File: src/rtl/ff_mode_bank.sv
// rtl/ff_mode_bank.sv - bank of D/T/JK/SR flip-flop lanes with shared mode, clear and flip statistics
// Each lane picks its next state from the shared mode; statistics track flips and illegal SR input.
module ff_mode_bank #(
  parameter int                WIDTH     = 8,
  parameter int                CNT_W     = 16,
  parameter logic [WIDTH-1:0]  RESET_VAL = '0
) (
  input  logic              clk_i,
  input  logic              rst_ni,
  input  logic              en_i,
  input  logic              clr_i,
  input  logic [1:0]        mode_i,
  input  logic [WIDTH-1:0]  a_i,
  input  logic [WIDTH-1:0]  b_i,
  input  logic              stat_clr_i,
  output logic [WIDTH-1:0]  q_o,
  output logic [WIDTH-1:0]  qn_o,
  output logic [WIDTH-1:0]  chg_o,
  output logic [WIDTH-1:0]  sr_err_o,
  output logic [CNT_W-1:0]  flip_cnt_o,
  output logic              cnt_sat_o
);

  localparam logic [1:0] MODE_D  = 2'b00;
  localparam logic [1:0] MODE_T  = 2'b01;
  localparam logic [1:0] MODE_JK = 2'b10;
  localparam logic [1:0] MODE_SR = 2'b11;

  localparam int PC_W  = $clog2(WIDTH + 1);
  // Sum is one bit wider than the larger operand so overflow is always visible.
  localparam int SUM_W = ((CNT_W > PC_W) ? CNT_W : PC_W) + 1;
  localparam logic [SUM_W-1:0] CNT_MAX = SUM_W'({CNT_W{1'b1}});

  logic [WIDTH-1:0] q_q, q_d;
  logic [WIDTH-1:0] chg_q, chg_d;
  logic [WIDTH-1:0] sr_err_q, sr_err_d;
  logic [CNT_W-1:0] flip_cnt_q, flip_cnt_d;
  logic             cnt_sat_q, cnt_sat_d;

  logic [WIDTH-1:0] sr_hit;
  logic [WIDTH-1:0] flips;
  logic [PC_W-1:0]  pop;
  logic [SUM_W-1:0] sum_base;
  logic [SUM_W-1:0] sum;
  logic             ovf;

  always_comb begin
    q_d    = q_q;
    sr_hit = '0;
    if (clr_i) begin
      q_d = RESET_VAL;
    end else if (en_i) begin
      for (int i = 0; i < WIDTH; i++) begin
        case (mode_i)
          MODE_D: q_d[i] = a_i[i];
          MODE_T: q_d[i] = a_i[i] ? ~q_q[i] : q_q[i];
          MODE_JK: begin
            case ({a_i[i], b_i[i]})
              2'b01:   q_d[i] = 1'b0;
              2'b10:   q_d[i] = 1'b1;
              2'b11:   q_d[i] = ~q_q[i];
              default: q_d[i] = q_q[i];
            endcase
          end
          MODE_SR: begin
            case ({a_i[i], b_i[i]})
              2'b01:   q_d[i] = 1'b0;
              2'b10:   q_d[i] = 1'b1;
              2'b11:   sr_hit[i] = 1'b1;
              default: q_d[i] = q_q[i];
            endcase
          end
          default: q_d[i] = q_q[i];
        endcase
      end
    end
  end

  assign flips = q_q ^ q_d;
  assign chg_d = flips;

  always_comb begin
    pop = '0;
    for (int i = 0; i < WIDTH; i++) begin
      pop = pop + PC_W'(flips[i]);
    end
  end

  // stat_clr restarts the statistics from this edge's events rather than dropping them.
  assign sum_base   = stat_clr_i ? '0 : SUM_W'(flip_cnt_q);
  assign sum        = sum_base + SUM_W'(pop);
  assign ovf        = (sum > CNT_MAX);
  assign flip_cnt_d = ovf ? {CNT_W{1'b1}} : sum[CNT_W-1:0];
  assign cnt_sat_d  = (stat_clr_i ? 1'b0 : cnt_sat_q) | ovf;
  assign sr_err_d   = (stat_clr_i ? '0 : sr_err_q) | sr_hit;

  always_ff @(posedge clk_i or negedge rst_ni) begin
    if (!rst_ni) begin
      q_q        <= RESET_VAL;
      chg_q      <= '0;
      sr_err_q   <= '0;
      flip_cnt_q <= '0;
      cnt_sat_q  <= 1'b0;
    end else begin
      q_q        <= q_d;
      chg_q      <= chg_d;
      sr_err_q   <= sr_err_d;
      flip_cnt_q <= flip_cnt_d;
      cnt_sat_q  <= cnt_sat_d;
    end
  end

  assign q_o        = q_q;
  assign qn_o       = ~q_q;
  assign chg_o      = chg_q;
  assign sr_err_o   = sr_err_q;
  assign flip_cnt_o = flip_cnt_q;
  assign cnt_sat_o  = cnt_sat_q;

endmodule

File: config.mk
export PLATFORM = sky130hd
export DESIGN_NAME = ff_mode_bank
export DESIGN_NICKNAME = d
export VERILOG_FILES = /design/src/rtl/ff_mode_bank.sv
export SDC_FILE = /design/constraint.sdc
export NUM_CORES = 1
export LEC_CHECK = 0
export ABC_AREA = 1
export ABC_CLOCK_PERIOD_IN_PS = 4600
export CAP_MARGIN = 40
export CORE_MARGIN = 2
export CORE_UTILIZATION = 24
export DETAILED_ROUTE_END_ITERATION = 6
export GPL_ROUTABILITY_DRIVEN = 0
export GPL_TIMING_DRIVEN = 0
export SYNTH_ARGS = -nofsm -noshare
export SYNTH_HDL_FRONTEND = slang
export SYNTH_SLANG_ARGS = --single-unit
File: constraint.sdc
create_clock -name clk_i -period 4.6 [get_ports clk_i]
set_clock_uncertainty 0.2 [all_clocks]
set_input_delay 0.69 -clock clk_i [delete_from_list [all_inputs] [get_ports clk_i]]
set_output_delay 0.69 -clock clk_i [all_outputs]
set_load 0.1 [all_outputs]
==> results of run 1 <==
## cell type report
cell class,instances,area share
Clock inverter,2,0.00663
Sequential cell,41,0.184
Multi-Input combinational cell,311,0.329
Timing Repair Buffer,165,0.350
Buffer,8,0.0155
Tap cell,172,0.0380
Inverter,71,0.0528
Clock buffer,6,0.0245
## routing by layer
metal,GRT usage,vias up
met2,0.263,144
met5,0,-
li1,-,1688
met4,0.0518,0
met1,0.190,1576
met3,0.0294,26
## sequential cells by signal, indices dropped and copies added (netlist names)
register / count
flip_cnt_o: 16
sr_err_o: 8
cnt_sat_o: 1
q_o: 8
chg_o: 8
## critical path: cells and delay by family
kind | cells | cell delay (ps)
buffers and inverters | 3 | 250
and+or+nand+nor | 10 | 880
adders and majority gates | 6 | 2460
AOI/OAI and AO/OA | 2 | 300
## cell usage in the layout (no fill, tap or decap), types with 3 or more instances in the layout
cell,n
nand2_1,125
clkdlybuf4s50_1,58
inv_1,57
nand3_1,51
buf_4,44
buf_8,37
dfrtp_1,37
nor2_1,32
ha_1,19
buf_16,14
buf_6,13
a21oi_1,12
nand2_2,11
nor2_4,9
o21ai_0,9
nand3_2,7
inv_4,5
nand2_4,5
clkinvlp_4,5
clkbuf_16,5
inv_2,4
nor2_2,4
a21oi_2,3
nand4_1,3
nand3b_1,3
xor2_1,3
fa_1,3
ha_4,3
dfrtp_4,3
## how the worst max path moves through the flow
stage,from,to,depth (start not counted)
6_report,b_i[1],flip_cnt_o[12],21
5_1_grt,b_i[1],flip_cnt_o[12],21
4_1_cts,a_i[3],flip_cnt_o[10],20
3_5_place_dp,en_i,flip_cnt_o[8],20
3_3_place_gp,en_i,flip_cnt_o[10],19
2_1_floorplan,q_o[0],flip_cnt_o[10],18
## per-stage QoR
stage	cell area [um2]	total power, mW
after floorplan	3100	0.984
after global placement	4010	1.17
after detailed placement	4930	1.38
after CTS	5510	1.88
after global routing	5660	1.99
final	5660	1.89
## repair_timing
item                       CTS  global route
pin swaps                   33            30
setup buffers               40             7
setup endpoints to repair   17            18
gates resized for setup     73            38
hold buffers                 0             0
## power groups by stage
| stage | Combinational (mW) | Sequential (mW) | Clock, mW |
|---|---|---|---|
| floorplan | 0.293 | 0.690 | 0 |
| global placement | 0.732 | 0.434 | 0 |
| detailed placement | 0.949 | 0.434 | 0 |
| CTS | 1.01 | 0.428 | 0.440 |
| global route | 1.10 | 0.434 | 0.457 |
| finish | 1.03 | 0.427 | 0.430 |
## cell usage after synthesis, types with 3 or more instances
cell type and number:
nand2_1 135, inv_1 68, nand3_1 53, dfrtp_1 41, nor2_1 39, ha_1 22
a21oi_1 15, o21ai_0 10, fa_1 5, nand3_2 5, nand2_2 4, nor2_4 4
clkbuf_1 3, nand3b_1 3, nand4_1 3, xor2_1 3
## kinds of logic (layout without fill, tap and decap cells)
family          count (synthesis)  in the layout  share of synthesized area
compound gates                 28             28                     0.0475
fa+ha+maj                      27             27                      0.123
flops                          41             41                      0.336
xor+xnor                        4              4                     0.0115
simple gates                  252            252                      0.372
buf+inv                        79            252                      0.110
==> impl_metrics.ini, run 1 <==
[finish]
instances_no_fill = 776
post-route-util = 0.452
multiInputGateArea_um2 = 1860
syn_to_final_growth_pct = 85.3
regArea_um2 = 1040
n_fill_cell = 1203
drive_gt1_frac = 0.308
nets = 653
n_antenna_cell = 0

[grt]
grt_pass1_wl_um = 16200
grt_pass1_vias = 3384
grt_max_degree = 28
grt-ovfl-total = 0
antenna_found_initial = 0
grt_usage = 0.152

[clock_tree]
clk_latency_ps = 300
htree_levels = 2
cts_tree = built
clk_pin_slew_ps = 70
cts_max_path_buffers = 2
cts_made_buffers = 5
root_buffer = clkbuf_16
cts.sinks = 41

[setup_path]
crit_type = in2reg
arrival_ps = 4590
path_cells = buf_6 > inv_4 > ha_4 > nor2_2 > nor2_1 > a21oi_1 > nand3_2 > nand2_2 > nand2_2 > nand2_2 > fa_1 > fa_1 > fa_1 > fa_2 > fa_2 > nor2_4 > nor2_4 > inv_4 > nand2_4 > o21bai_1 > nand2_1
start_kind = input pin
r2r_cells = 18
r2r_start = q_o[1]
end_kind = flip-flop
r2r-end = flip_cnt_o[12]
r2r_slack_ps = 120
slowest_delay_ps = 570
critPathRequiredTime_ps = 4560
slowest_stage = fa_1
worst-path-max-fanout = 4

[sta]
fmax_mhz = 216
rsz0062_at_grt = true
tns_ps = -51.0
fin_crit_sh = 1.01
maxSlewHeadroom = 0.589
final-hold-violation-count = 0
setup_viol = 7
finalWorstSetupSlack_ps = -29.9
whs_ps = 122
tightest_slew_ps = 617
min_period_ps = 4630
drv_slew = 0

[pwr]
p_seq_frac = 0.226
pwr-share-clk = 0.227
combPwrFrac = 0.547
switchingPower_mw = 0.785
power.leakage_nw = 2.80
internal_power_mw = 1.11
vdd_drop_max_mv = 0.136
cellPowerDensity_nw_per_um2 = 334
switching_share = 0.415

[route]
detail-route-antenna-nets = 0
wl_um = 10100
remaining_drc_errors = 0
vias = 3434
dr.pass1.iters = 5
met1Wirelength_um = 4200
wl_met3_um = 601
wl_per_cell_um = 13.0
highest_layer = met4
dr_wl_met2_um = 5070
drt-initial-drc-count = 215
vias_per_cell = 4.43

[synthesis]
syn-cell-area_um2 = 3050
synth_cell_types = 29
synthTopCellsByArea = dfrtp_1, nand2_1, ha_1, nand3_1, inv_1
async_reset_ff_frac = 1.00
yosysSeqAreaShare = 0.336
synth_top_area_share = 0.336
ys_warn_count = 0
ys.flop_type = dfrtp_1
synth_nets = 481
synth_edf_count = 0
ys_ff_latch = 41
post_synth.cell_area_avg_um2 = 7.09
synth_top_cell_by_area = dfrtp_1
synth_cells = 431

[place]
place_ws_ps = -1090
dp_cells = 722
io_buffers = 69
hpwl_um = 7120

[status]
violations = setup timing
status = finished with violations

[die]
die-height_um = 117
rows = 41
initial_utilization = 0.244
die_w_um = 117
dieArea_um2 = 13600
coreArea_um2 = 12500
io_pins = 72

[flow_run]
maxCapViolations = 0

[min_path]
hp-class = in2async
(Power assumes the default switching activity.)
==> run 2: changes to the inputs <==
ABC_CLOCK_PERIOD_IN_PS = default   (was 4600)
SLEW_MARGIN = 20   (was default)
==> results of run 2 <==
No change in the layout: final DEF, timing and power equal those of run 1.
